[src/rtl/fp16_pkg.sv]
// Shared FP16 definitions for the Sobol encoder and decoder. The word is
// {exp[3:0], mant[11:0]} with no sign bit. The MSO is the most-significant-one
// position. It is rebuilt as exp + offset, and offsets below FP16_MIN_MSO cannot be represented.
package fp16_pkg;

  localparam int FP16_EXP_W   = 4;
  localparam int FP16_MANT_W  = 12;
  localparam int FP16_MIN_MSO = 11;
  localparam int FP16_SHIFT_W = 5;
  localparam int FP16_M_W     = 6;

  typedef struct packed {
    logic [FP16_EXP_W-1:0]  exp;
    logic [FP16_MANT_W-1:0] mant;
  } fp16_t;

  typedef struct packed {
    logic                    err;
    logic [FP16_SHIFT_W-1:0] shift;
  } fp16_dec_t;

  // Map an exponent to a left-shift amount. An MSO outside 11..31 has no
  // 32-bit representation and is reported as an error with shift forced to 0.
  function automatic fp16_dec_t fp16_decode_exp(
    input logic [FP16_EXP_W-1:0] exp,
    input logic [FP16_M_W-1:0]   offset
  );
    logic [FP16_M_W-1:0] m;
    fp16_dec_t           d;
    m       = {2'b00, exp} + offset;
    d.err   = (m < FP16_M_W'(FP16_MIN_MSO)) || (m > FP16_M_W'(31));
    d.shift = d.err ? '0 : FP16_SHIFT_W'(m - FP16_M_W'(FP16_MIN_MSO));
    return d;
  endfunction

endpackage

[src/rtl/fp16_shift_unit.sv]
// Combinational expansion of a 12-bit mantissa into a 32-bit magnitude.
// The shifter is a log-depth barrel shifter with one mux level per shift bit.
// Optional macro ROUND_HALF_EN: when it is defined, the bit just below the lowest kept mantissa bit
// is set. The result then sits at the midpoint of the truncated interval instead of its floor.
// Errored words always produce 0.
module fp16_shift_unit
  import fp16_pkg::*;
(
  input  logic [FP16_MANT_W-1:0]  mant,
  input  logic [FP16_SHIFT_W-1:0] shift,
  input  logic                    err,
  output logic [31:0]             result
);

  logic [31:0] stage [0:FP16_SHIFT_W];
  logic [31:0] shifted;

  assign stage[0] = {{(32-FP16_MANT_W){1'b0}}, mant};

  genvar gi;
  generate
    for (gi = 0; gi < FP16_SHIFT_W; gi++) begin : g_shift
      assign stage[gi+1] = shift[gi] ? (stage[gi] << (1 << gi)) : stage[gi];
    end
  endgenerate

  assign shifted = stage[FP16_SHIFT_W];

`ifdef ROUND_HALF_EN
  // The value (1<<shift)>>1 is bit shift-1, and it is zero when shift is 0.
  // A shift of 0 therefore stays exact without any special case.
  logic [31:0] half;
  assign half   = (32'd1 << shift) >> 1;
  assign result = err ? 32'd0 : (shifted | half);
`else
  assign result = err ? 32'd0 : shifted;
`endif

endmodule

[src/rtl/fp16_to_int32.sv]
// This block decodes a streaming FP16 word into a 32-bit unsigned integer through a 2-stage valid/ready pipeline.
// Stage 1 decodes the exponent. Stage 2 holds the barrel-shifted result and drives the outputs.
// err_cnt is a saturating count of errored results that have been handed to the consumer.
// Optional macro ROUND_HALF_EN (see fp16_shift_unit) adds midpoint reconstruction.
module fp16_to_int32
  import fp16_pkg::*;
#(
  parameter int MSO_OFFSET = 0,
  parameter int CNT_W      = 8
) (
  input  logic             clk,
  input  logic             rst_n,
  input  logic             in_valid,
  output logic             in_ready,
  input  logic [15:0]      in_fp16,
  output logic             out_valid,
  input  logic             out_ready,
  output logic [31:0]      out_int32,
  output logic             out_err,
  input  logic             clr_cnt,
  output logic [CNT_W-1:0] err_cnt
);

  fp16_t                   in_word;
  fp16_dec_t               in_dec;

  logic                    s1_valid;
  logic [FP16_MANT_W-1:0]  s1_mant;
  logic [FP16_SHIFT_W-1:0] s1_shift;
  logic                    s1_err;

  logic                    s2_valid;
  logic [31:0]             s2_data;
  logic                    s2_err;

  logic                    s1_ready;
  logic                    s2_ready;
  logic                    out_xfer;
  logic [31:0]             shift_result;
  logic [CNT_W-1:0]        cnt;

  assign in_word = fp16_t'(in_fp16);
  assign in_dec  = fp16_decode_exp(in_word.exp, FP16_M_W'(MSO_OFFSET));

  // A stage may load when it is empty or when its contents leave in the same cycle.
  assign s2_ready = !s2_valid || out_ready;
  assign s1_ready = !s1_valid || s2_ready;
  assign in_ready = s1_ready;
  assign out_xfer = s2_valid && out_ready;

  // Stage 1 captures the mantissa and the decoded shift/error of each accepted word.
  always_ff @(posedge clk or negedge rst_n) begin
    if (!rst_n) begin
      s1_valid <= 1'b0;
      s1_mant  <= '0;
      s1_shift <= '0;
      s1_err   <= 1'b0;
    end else if (s1_ready) begin
      s1_valid <= in_valid;
      if (in_valid) begin
        s1_mant  <= in_word.mant;
        s1_shift <= in_dec.shift;
        s1_err   <= in_dec.err;
      end
    end
  end

  fp16_shift_unit u_shift (
    .mant   (s1_mant),
    .shift  (s1_shift),
    .err    (s1_err),
    .result (shift_result)
  );

  // Stage 2 holds the expanded result. It stays frozen while the consumer stalls.
  always_ff @(posedge clk or negedge rst_n) begin
    if (!rst_n) begin
      s2_valid <= 1'b0;
      s2_data  <= '0;
      s2_err   <= 1'b0;
    end else if (s2_ready) begin
      s2_valid <= s1_valid;
      if (s1_valid) begin
        s2_data <= shift_result;
        s2_err  <= s1_err;
      end
    end
  end

  // Count errored results on delivery. Clear wins over a same-cycle increment.
  always_ff @(posedge clk or negedge rst_n) begin
    if (!rst_n) begin
      cnt <= '0;
    end else if (clr_cnt) begin
      cnt <= '0;
    end else if (out_xfer && s2_err && (cnt != {CNT_W{1'b1}})) begin
      cnt <= cnt + 1'b1;
    end
  end

  assign out_valid = s2_valid;
  assign out_int32 = s2_data;
  assign out_err   = s2_err;
  assign err_cnt   = cnt;

endmodule
[config.mk]
export PLATFORM = sky130hd
export DESIGN_NAME = fp16_to_int32
export DESIGN_NICKNAME = d
export VERILOG_FILES = /design/src/rtl/fp16_pkg.sv /design/src/rtl/fp16_shift_unit.sv /design/src/rtl/fp16_to_int32.sv
export SDC_FILE = /design/constraint.sdc
export NUM_CORES = 1
export LEC_CHECK = 0
export ABC_AREA = 1
export ABC_CLOCK_PERIOD_IN_PS = 2100
export CAP_MARGIN = 20
export CORE_MARGIN = 1.5
export CORE_UTILIZATION = 40
export DETAILED_ROUTE_END_ITERATION = 8
export PLACE_DENSITY_LB_ADDON = 0.2
export SETUP_SLACK_MARGIN = 0.5
export SLEW_MARGIN = 20
export SYNTH_ARGS = -nofsm -noshare
export SYNTH_HDL_FRONTEND = slang
export SYNTH_HIERARCHICAL = 1
export SYNTH_SLANG_ARGS = --single-unit
[constraint.sdc]
create_clock -name clk -period 2.1 [get_ports clk]
set_input_delay 0.21 -clock clk [delete_from_list [all_inputs] [get_ports clk]]
set_output_delay 0.21 -clock clk [all_outputs]
set_load 0.05 [all_outputs]
# After elaboration in Yosys (flattened, before gate mapping)
# Index checks and enable logic that the tools add are counted.
# totals
in_bits	21
output_inout_bits	43
elab_cells	33
register_bits	61
# classes
add_sub_neg	2
n_mux	9
eq_ne	1
reduce_logical	11
n_lt_le_gt_ge	2
# op_table
cell	n
$mux 32	5
$mux 8	2
$mux 13	1
$add 8x1->8 const B	1
$ne 8x8->1 const B	1
$gt 4x5->1 const B	1
$mux 5	1
$sub 4x4->5 const B	1
$lt 4x4->1 const B	1
$reduce_and 2->1	2
$logic_and 1x1->1	3
$logic_or 1x1->1	3
$logic_not 1->1	2
$reduce_bool 2->1	1

# Depth between registers and ports, before layout
# Gate-level depths: netlist of the first run.
# depth
word_depth	6
ltp_mapped	13
mapped_depth_nobuf	12

# Cells and area by module
# The synthesis of the first run kept the hierarchy.
# modules_own_cells
mod	seq_area_each_um2	area_each_um2	n_inst	cells_each
fp16_to_int32	1526.5	2618.8	1	223
fp16_shift_unit	0.0	968.4	1	214

# Worst setup path after synthesis of the first run
# Ideal clock, no wire load.
# synth_path
path_kind	reg2reg
from	register s2_valid, in the netlist out_valid
to	register s1_mant[10]
required_ps	1984
path_buffers	1
stages_incl_launch_ff	7
arrival_ps	1641
slack_ps	343
synth_period_minus_slack_ps	1757
cell_sequence	dfrtp_1 > nand3_2 > nand2_4 > inv_2 > buf_2 > nand2_1 > nand2_1
# synth_via
elab_chain_cells	4
# synth_lines
element	line	source
from (decl)	fp16_to_int32.sv:32	logic s2_valid;
from (signal assigned)	fp16_to_int32.sv:82	s2_valid <= s1_valid;
$logic_not 1->1	fp16_to_int32.sv:46	assign s2_ready = !s2_valid || out_ready;
$logic_or 1x1->1	fp16_to_int32.sv:46	
$logic_or 1x1->1	fp16_to_int32.sv:47	assign s1_ready = !s1_valid || s2_ready;
via in_ready	fp16_to_int32.sv:14	output logic in_ready,
$reduce_and 2->1 (no line)	--	
to (signal assigned)	fp16_to_int32.sv:61	s1_mant <= in_word.mant;
to (decl)	fp16_to_int32.sv:28	logic [FP16_MANT_W-1:0] s1_mant;
# The timed path passes the listed nets, and every way through them passes these cells.
# A chain may end at the register's enable or synchronous reset.

# Final worst setup path of the first run
# layout_path
from	register s1_shift[0]
to	register s2_data[22], in the netlist out_int32[22]
# layout_via
elab_chain_cells	6
# layout_lines
element	line	source
from (decl)	fp16_to_int32.sv:29	logic [FP16_SHIFT_W-1:0] s1_shift;
from (signal assigned)	fp16_to_int32.sv:62	s1_shift <= in_dec.shift;
$mux 13	fp16_shift_unit.sv:23	assign stage[gi+1] = shift[gi] ? (stage[gi] << (1 << gi)) : stage[gi];
$mux 32 (4 in a row)	fp16_shift_unit.sv:23	
$mux 32	fp16_shift_unit.sv:36	assign result = err ? 32'd0 : shifted;
via shift_result[22]	fp16_to_int32.sv:39	logic [31:0] shift_result;
to (signal assigned)	fp16_to_int32.sv:84	s2_data <= shift_result;
to (decl)	fp16_to_int32.sv:33	logic [31:0] s2_data;
# The timed path passes the listed nets, and every way through them passes these cells.

==> results of run 1 <==
-- per-layer routing --
| layer | share of wire [%] | track usage (%) | wire [um] | vias to the layer above |
|---|---|---|---|---|
| met4 | 2.1 | 7.143 | 184 | 0 |
| li1 | - | - | - | 1560 |
| met5 | 0 | 0 | 0 | - |
| met2 | 47 | 29.81 | 4043 | 97 |
| met1 | 45 | 24.76 | 3890 | 1472 |
| met3 | 5.4 | 4.173 | 467 | 13 |
-- path summary, 6_finish.rpt --
| kind | start | endpoint | slack, ns |
|---|---|---|---|
| worst min-delay path | rst_n | err_cnt[4] | 0.36 |
| max in group asynchronous | rst_n | s1_shift[1] | 1.02 |
| worst min register to register | out_int32[15] | out_int32[15] | 0.51 |
| worst max register to register | s1_shift[0] | out_int32[22] | 0.39 |
| min in group clk | in_fp16[4] | s1_mant[4] | 0.40 |
| worst max-delay path | s1_shift[0] | out_int32[22] | 0.39 |
-- cells by family after synthesis --
logic type,after synthesis
and+or+nand+nor,252
DFF,61
buffers and inverters,51
AOI/OAI and AO/OA,36
muxes,32
xor gates and xnor gates,3
adders and majority gates,2
-- power groups by stage --
| stage | clock, mW | sequential (mW) | combinational, mW |
|---|---|---|---|
| 6_report | 1.18 | 1.42 | 1.27 |
| 3_5_place_dp | 0 | 1.43 | 1.20 |
| 2_1_floorplan | 0 | 1.66 | 0.612 |
| 5_1_grt | 1.28 | 1.44 | 1.37 |
| 4_1_cts | 1.22 | 1.41 | 1.21 |
| 3_3_place_gp | 0 | 1.42 | 1.18 |
-- sequential cells by signal (all words and copies together), names as in the netlist --
signal and count:
err_cnt 8, out_err 1, out_int32 32, out_valid 1
s1_err 1, s1_mant 12, s1_shift 5, s1_valid 1
-- worst max-delay path: cells and delay by family, from the launching register on --
kind,cells,cell delay [ns]
mux,1,0.27
simple gates,6,0.59
flops,1,0.50
compound gates,1,0.07
buf+inv,2,0.19
-- synth_stat cells (2+ instances only) --
master and number:
nor3_1 3, inv_1 25, xor2_1 3, a21oi_1 5
inv_2 6, nor2_2 2, nor2_1 36, o211ai_1 2
ha_1 2, nand4_1 4, o211ai_2 3, buf_2 7
nand2_4 2, nand3_2 2, nand2_2 6, mux2_2 5
o21ai_0 12, buf_6 5, nand3_1 48, o21ai_1 12
mux2_4 27, nand2_1 145, clkbuf_1 5, dfrtp_1 61
-- area by class of cell --
class	instances	area, um2
Clock inverter	4	70.07
Inverter	33	136.4
Multi-Input combinational cell	325	1978
Timing Repair inverter	2	12.51
Timing Repair Buffer	76	679.4
Tap cell	108	135.1
Fill cell	848	4023
Clock buffer	12	155.1
Sequential cell	61	1531
-- what timing repair did --
action | in CTS | in global routing
gates cloned | 2 | 1
hold buffers | 1 | 0
pin swaps | 13 | 7
endpoints found under the setup margin | 73 | 29
resized for setup | 78 | 24
endpoints found under the hold margin | 21 | 0
buffers inserted | 2 | 2
-- placed cells by master (no fill, tap or decap), types with 5 or more instances in the layout --
master / Yosys / final
dfrtp_1: 61 / 57
nand2_4: 2 / 6
mux2_4: 27 / 27
o21ai_1: 12 / 13
nor2_1: 36 / 36
inv_2: 6 / 8
nand3_1: 48 / 40
nand2_2: 6 / 22
inv_1: 25 / 21
nand3_2: 2 / 9
dlygate4sd2_1: 0 / 41
buf_4: 0 / 11
clkbuf_8: 0 / 11
nand2_1: 145 / 125
o21ai_0: 12 / 7
clkdlybuf4s50_1: 0 / 19
mux2_2: 5 / 5
==> metrics.csv, run 1 <==
stage,metric,value,unit
final_layout,fin_area,0.004698,mm2
critical_path,crit_chain,clkinv_2 > nand2_1 > nand3_2 > nand2_1 > nand2_1 > nand2_2 > o21ai_1 > nand2_1 > inv_1 > mux2_4,
power_and_ir_drop,p_comb_share,32.8,%
yosys,syn-mean-instance-area,8.209,um2
yosys,ys_types,33,
sta,relSlewSlack,60.80,%
power_and_ir_drop,p_int,2.470,mW
final_layout,drive_above_1_share,25.34,%
critical_path,worstSetupPathType,reg -> reg,
final_layout,area_growth,30.97,%
job,max_cap_violations,0,
yosys,synth_area,0.003587,mm2
placement,dp_hpwl,6.165,mm
yosys,synth_top_area_share,42.55,%
floorplanning,die_area,0.009545,mm2
floorplanning,core_area,0.008721,mm2
sta,hold_ws,0.3616,ns
global_routing,antenna_found_initial,0,
critical_path,critical_path.max_fanout,8,
critical_path,max_stage_delay,0.50,ns
routing,drt-total-wl,8.585,mm
critical_path,cp.arrival,1.94,ns
sta,fin_tns_setup,0,ns
routing,remaining_drc_errors,0,
global_routing,grt_max_degree,36,
sta,finalHoldViolations,0,
global_routing,grt-ovfl-total,0,
yosys,yosysWarnings,6,
placement,gp_congestion,0.9283,
status,outcome,"finished, final reports clean",
routing,wl_per_cell,13.82,um
routing,antenna_left,0,
sta,period_minus_slack,1.707,ns
floorplanning,die_w,97.70,um
power_and_ir_drop,vdd_ir_drop_max,0.0002912,V
final_layout,final_nets,531,
yosys,yosysSeqAreaShare,42.55,%
yosys,synth_top_family_by_area,simple AND/OR/NAND/NOR gates,
critical_path,rr_worst_depth,10,
critical_path,endpoint_kind,flip-flop,
floorplanning,start_util,41.13,%
routing,vias,3142,
placement,placed_area,0.004283,mm2
global_routing,grt_first_pass_wirelength,14.43,mm
yosys,async_reset_ff_share,100.0,%
yosys,synth.area.mux_share,12.87,%
final_layout,antennaDiodeCount,0,
yosys,synth_area_leaders,"dfrtp_1 (43%), nand2_1 (15%), mux2_4 (11%)",
yosys,synth_ff_type,dfrtp_1,
floorplanning,die_h,97.70,um
clocking,worstSkewPairLatency,0.34,ns
sta,setup_violations,0,
critical_path,crit_top_cell,nand2_1,
clocking,cts_sinks,61,
critical_path,cp_data_required_time,2.33,ns
final_layout,instances_no_fill,621,
yosys,synthSimpleGateAreaFrac,30.21,%
yosys,synth_cells,437,
placement,port-buffer-count,63,
routing,first_pass_iters,6,
sta,finalCritPeriodShare,81.30,%
routing,drtIter0Drc,178,
clocking,clk_pin_slew,0.07,ns
placement,post-place-ws,0.2856,ns
clocking,cts_root_buffer,clkbuf_8,
floorplanning,io_pins,64,
clocking,cts_tree,built,
power_and_ir_drop,power_leakage,2.508,nW
yosys,synth_top_cell_by_area,dfrtp_1,
sta,max_clock_freq,585.7,MHz
power_and_ir_drop,power.total,3.872,mW
floorplanning,row_count,34,
final_layout,final_core_util,53.87,%
global_routing,grt_usage,18.65,%
routing,viasPerCell,5.060,
sta,rsz0062_at_grt,yes,
power_and_ir_drop,seq_power_share,36.6,%
power_and_ir_drop,p_sw_share,36.21,%
clocking,numCtsBuffers,9,
sta,final.setup.worst_slack,0.3927,ns
yosys,synth_adder_area_share,0.6976,%
yosys,synth-edff-count,0,
clocking,htree_levels,3,
placement,dp.cells,597,
power_and_ir_drop,pwr-share-clk,30.6,%
worst_hold_path,hp-class,in -> async,
sta,tightestPinTransition,0.5880,ns
critical_path,cp_slowest_cell,dfrtp_2,
global_routing,grt_pass1_vias,3044,
yosys,yosys.area_share.xor_xnor,0.7325,%
yosys,synth-compound-area-share,5.895,%
yosys,synth_fp_nets,460,
power_and_ir_drop,p_sw,1.402,mW
sta,slew_violations,0,
clocking,cts_buffer_depth,2,
sta,clock_skew,0.007447,ns
power_and_ir_drop,pwr_density_cell,824.2,mW/mm2
yosys,yosys_register_bits,61,
critical_path,cp-start-kind,flip-flop,
Power figures use the tool's default switching activity.
==> run 2: changes to the inputs <==
- ABC_CLOCK_PERIOD_IN_PS: 2100 -> 1400
- clock period: 2.1 -> 1.4 ns (I/O delays scaled with it)
==> run 2 against run 1 <==
Effect of this change: the flow now finishes with violations (negative setup slack); sequential power is 54% higher; register-to-register slack lost 0.68 ns; wire length up 24%; via count grew 12%; first-iteration DRC count is 23% lower; sequential cell count did not move; maximum frequency rose by 0.94%; utilization rose by 16 points; critical path type unchanged; critical endpoint is now out_int32[29]; largest power group is now combinational cells.
==> metrics.csv, run 2 (synthesis gave the netlist of run 1 again) <==
stage,metric,value,unit,change
status,outcome,"complete, but fails checks",,"was finished, final reports clean"
status,violations,negative setup slack,,
critical_path,critical_path.max_fanout,4,,was 8
critical_path,endpoint_kind,flip-flop,,unchanged
sta,final.setup.worst_slack,-0.2913,ns,was 0.3927 ns
final_layout,seq_area,0.001541,mm2,was 0.001531 mm2
final_layout,multi_input_area,0.002251,mm2,was 0.001978 mm2
final_layout,final_nets,596,,was 531
worst_hold_path,holdCritStartpoint,in_fp16[10],,
floorplanning,die_h,97.70,um,unchanged
global_routing,grt_max_degree,62,,was 36
global_routing,use_met3,3.381,%,was 4.173%
sta,finalHoldViolations,0,,unchanged
clocking,cts_sinks,61,,unchanged
clocking,htree_levels,3,,unchanged
routing,drt-total-wl,10.66,mm,was 8.585 mm
final_layout,fillCellCount,682,,was 848
job,max_cap_violations,0,,unchanged
critical_path,max_stage_delay,0.44,ns,was 0.50 ns
routing,antenna_left,0,,unchanged
sta,slew_violations,0,,unchanged
global_routing,grtUsageMet2,37.50,%,was 29.81%
critical_path,worstSetupPathType,reg -> reg,,unchanged
sta,tightestPinTransition,0.3664,ns,was 0.5880 ns
placement,port-buffer-count,63,,unchanged
final_layout,area_growth,70.77,%,was 30.97%
floorplanning,start_util,41.13,%,unchanged
sta,fin_tns_setup,-7.121,ns,was 0 ns
sta,clock_skew,0.006940,ns,was 0.007447 ns
global_routing,grt_first_pass_wirelength,17.66,mm,was 14.43 mm
critical_path,regToRegStartpoint,s1_shift[0],,unchanged
worst_hold_path,holdPathEnd,s1_mant[10],,
critical_path,rr_worst_depth,12,,was 10
critical_path,cp-start-kind,flip-flop,,unchanged
final_layout,antennaDiodeCount,0,,unchanged
critical_path,startpoint,s1_shift[0],,unchanged
critical_path,cp_data_required_time,1.63,ns,was 2.33 ns
placement,dp_hpwl,7.106,mm,was 6.165 mm
clocking,cts_buffer_depth,2,,unchanged
routing,first_pass_iters,4,,was 6
global_routing,grt-busiest-layer,met2,,unchanged
worst_hold_path,hold_depth,3,,
critical_path,r2r_end,out_int32[29],,was out_int32[22]
global_routing,grt_usage,22.92,%,was 18.65%
final_layout,final_core_util,70.24,%,was 53.87%
global_routing,grt.met1_usage,31.32,%,was 24.76%
global_routing,grt-ovfl-total,0,,unchanged
clocking,numCtsBuffers,9,,unchanged
power_and_ir_drop,pwr_density_cell,1069,mW/mm2,was 824.2 mW/mm2
floorplanning,die_w,97.70,um,unchanged
sta,rsz0062_at_grt,yes,,unchanged
placement,post-place-ws,-0.4056,ns,was 0.2856 ns
floorplanning,core_area,0.008721,mm2,unchanged
sta,period_minus_slack,1.691,ns,was 1.707 ns
sta,max_clock_freq,591.3,MHz,was 585.7 MHz
critical_path,crit_chain,buf_6 > nand2_2 > inv_2 > a21oi_4 > nand2_2 > nand2_2 > nand2_2 > nand2_1 > nand2_1 > nand2_2 > nor2_2 > mux2_4,,was clkinv_2 > nand2_1 > nand3_2 > nand2_1 > nand2_1 > nand2_2 > o21ai_1 > nand2_1 > inv_1 > mux2_4
clocking,cts_tree,built,,unchanged
final_layout,final_common_cell,nand2_1,,unchanged
routing,drtIter0Drc,137,,was 178
routing,remaining_drc_errors,0,,unchanged
final_layout,largest_register_ffs,32,,unchanged
placement,gp_congestion,0.9358,,was 0.9283
clocking,cts_root_buffer,clkbuf_8,,unchanged
power_and_ir_drop,vdd_ir_drop_max,0.0007861,V,was 0.0002912 V
critical_path,cp.arrival,1.92,ns,was 1.94 ns
floorplanning,io_pins,64,,unchanged
sta,relSlewSlack,75.49,%,was 60.80%
critical_path,rrSetupSlack,-0.29,ns,was 0.39 ns
sta,finalCritPeriodShare,120.8,%,was 81.30%
global_routing,grt_pass1_vias,3505,,"was 3,044"
critical_path,cp_slowest_cell,dfrtp_2,,unchanged
floorplanning,row_count,34,,unchanged
routing,wl_per_cell,15.54,um,was 13.82 um
final_layout,layout_common_cells,"nand2_1 (88), nand2_2 (50), dfrtp_1 (49), buf_12 (49), buf_4 (49)",,"was nand2_1 (125), dfrtp_1 (57), dlygate4sd2_1 (41)"
critical_path,crit_top_cell,nand2_2,,was nand2_1
clocking,worstSkewPairLatency,0.34,ns,about the same
clocking,clk_pin_slew,0.07,ns,about the same
floorplanning,die_area,0.009545,mm2,unchanged
power_and_ir_drop,power.total,6.550,mW,was 3.872 mW
final_layout,drive_above_1_share,53.11,%,was 25.34%
power_and_ir_drop,power_leakage,3.010,nW,was 2.508 nW
worst_hold_path,hp-class,in -> reg,,was in -> async
routing,viasPerCell,5.108,,was 5.060
routing,vias,3504,,"was 3,142"
global_routing,antenna_found_initial,0,,unchanged
sta,setup_violations,32,,was 0
[run 2: cell count changes in the layout (fill, tap and decap cells not counted), sizes merged, moves of 2 or more]
cell	before	now
buf	14	121
dlygate4sd2	41	1
clkinvlp	2	0
inv	30	35
clkbuf	12	10
bufinv	2	0
[run 2: repair_timing]
action	in CTS	in global routing
buffers inserted	30	6
hold buffers	1	0
resized for setup	90	51
pin swaps	29	26
setup endpoints to repair	104	104
hold endpoints to repair	61	0
gates cloned	5	0
[run 2: power by group]
group	internal, mW	switching [mW]	total (mW)
Clock	0.702	0.761	1.46
Combinational	1.40	1.50	2.90
Sequential	1.95	0.243	2.19
Total	4.05	2.50	6.55
[run 2: critical path: cells and delay by family (launching register included)]
kind	cells	cell delay, ns
DFF	1	0.44
and+or+nand+nor	8	0.54
buffers and inverters	2	0.19
muxes	1	0.26
AOI/OAI and AO/OA	1	0.15
[run 2: how the worst max path moves through the flow]
stage	endpoint	slack, ns	cells after the start
3_3_place_gp	out_int32[15]	-0.34	7
5_1_grt	out_int32[12]	-0.38	10
2_1_floorplan	out_int32[14]	-0.11	11
4_1_cts	out_int32[15]	-0.26	9
3_5_place_dp	out_int32[15]	-0.41	8
6_report	out_int32[29]	-0.29	12
[run 2: layout make-up]
cell class	instances	area share [%]
clock buffers	10	2.247
clock inverters	6	0.7353
inverters	33	2.431
multi-input cells	325	36.74
flip-flops and latches	61	25.16
well taps	108	2.206
repair buffers	141	30.19
repair inverters	2	0.2859
[run 2: layer usage]
| metal | share of wire, % | up-vias |
|---|---|---|
| li1 | - | 1696 |
| met4 | 2.0 | 0 |
| met3 | 3.4 | 16 |
| met1 | 45 | 1702 |
| met2 | 50 | 90 |
| met5 | 0 | - |
[run 2: stage by stage]
stage / instance area [um2] / std cells / hold slack, ns
after floorplan: 3706 / 437 / -0.1556
after detailed placement: 5112 / 628 / 0.1783
after global placement: 5112 / 628 / 0.1727
after global routing: 6126 / 686 / 0.3401
after CTS: 5911 / 680 / 0.3273
final: 6126 / 686 / 0.3411
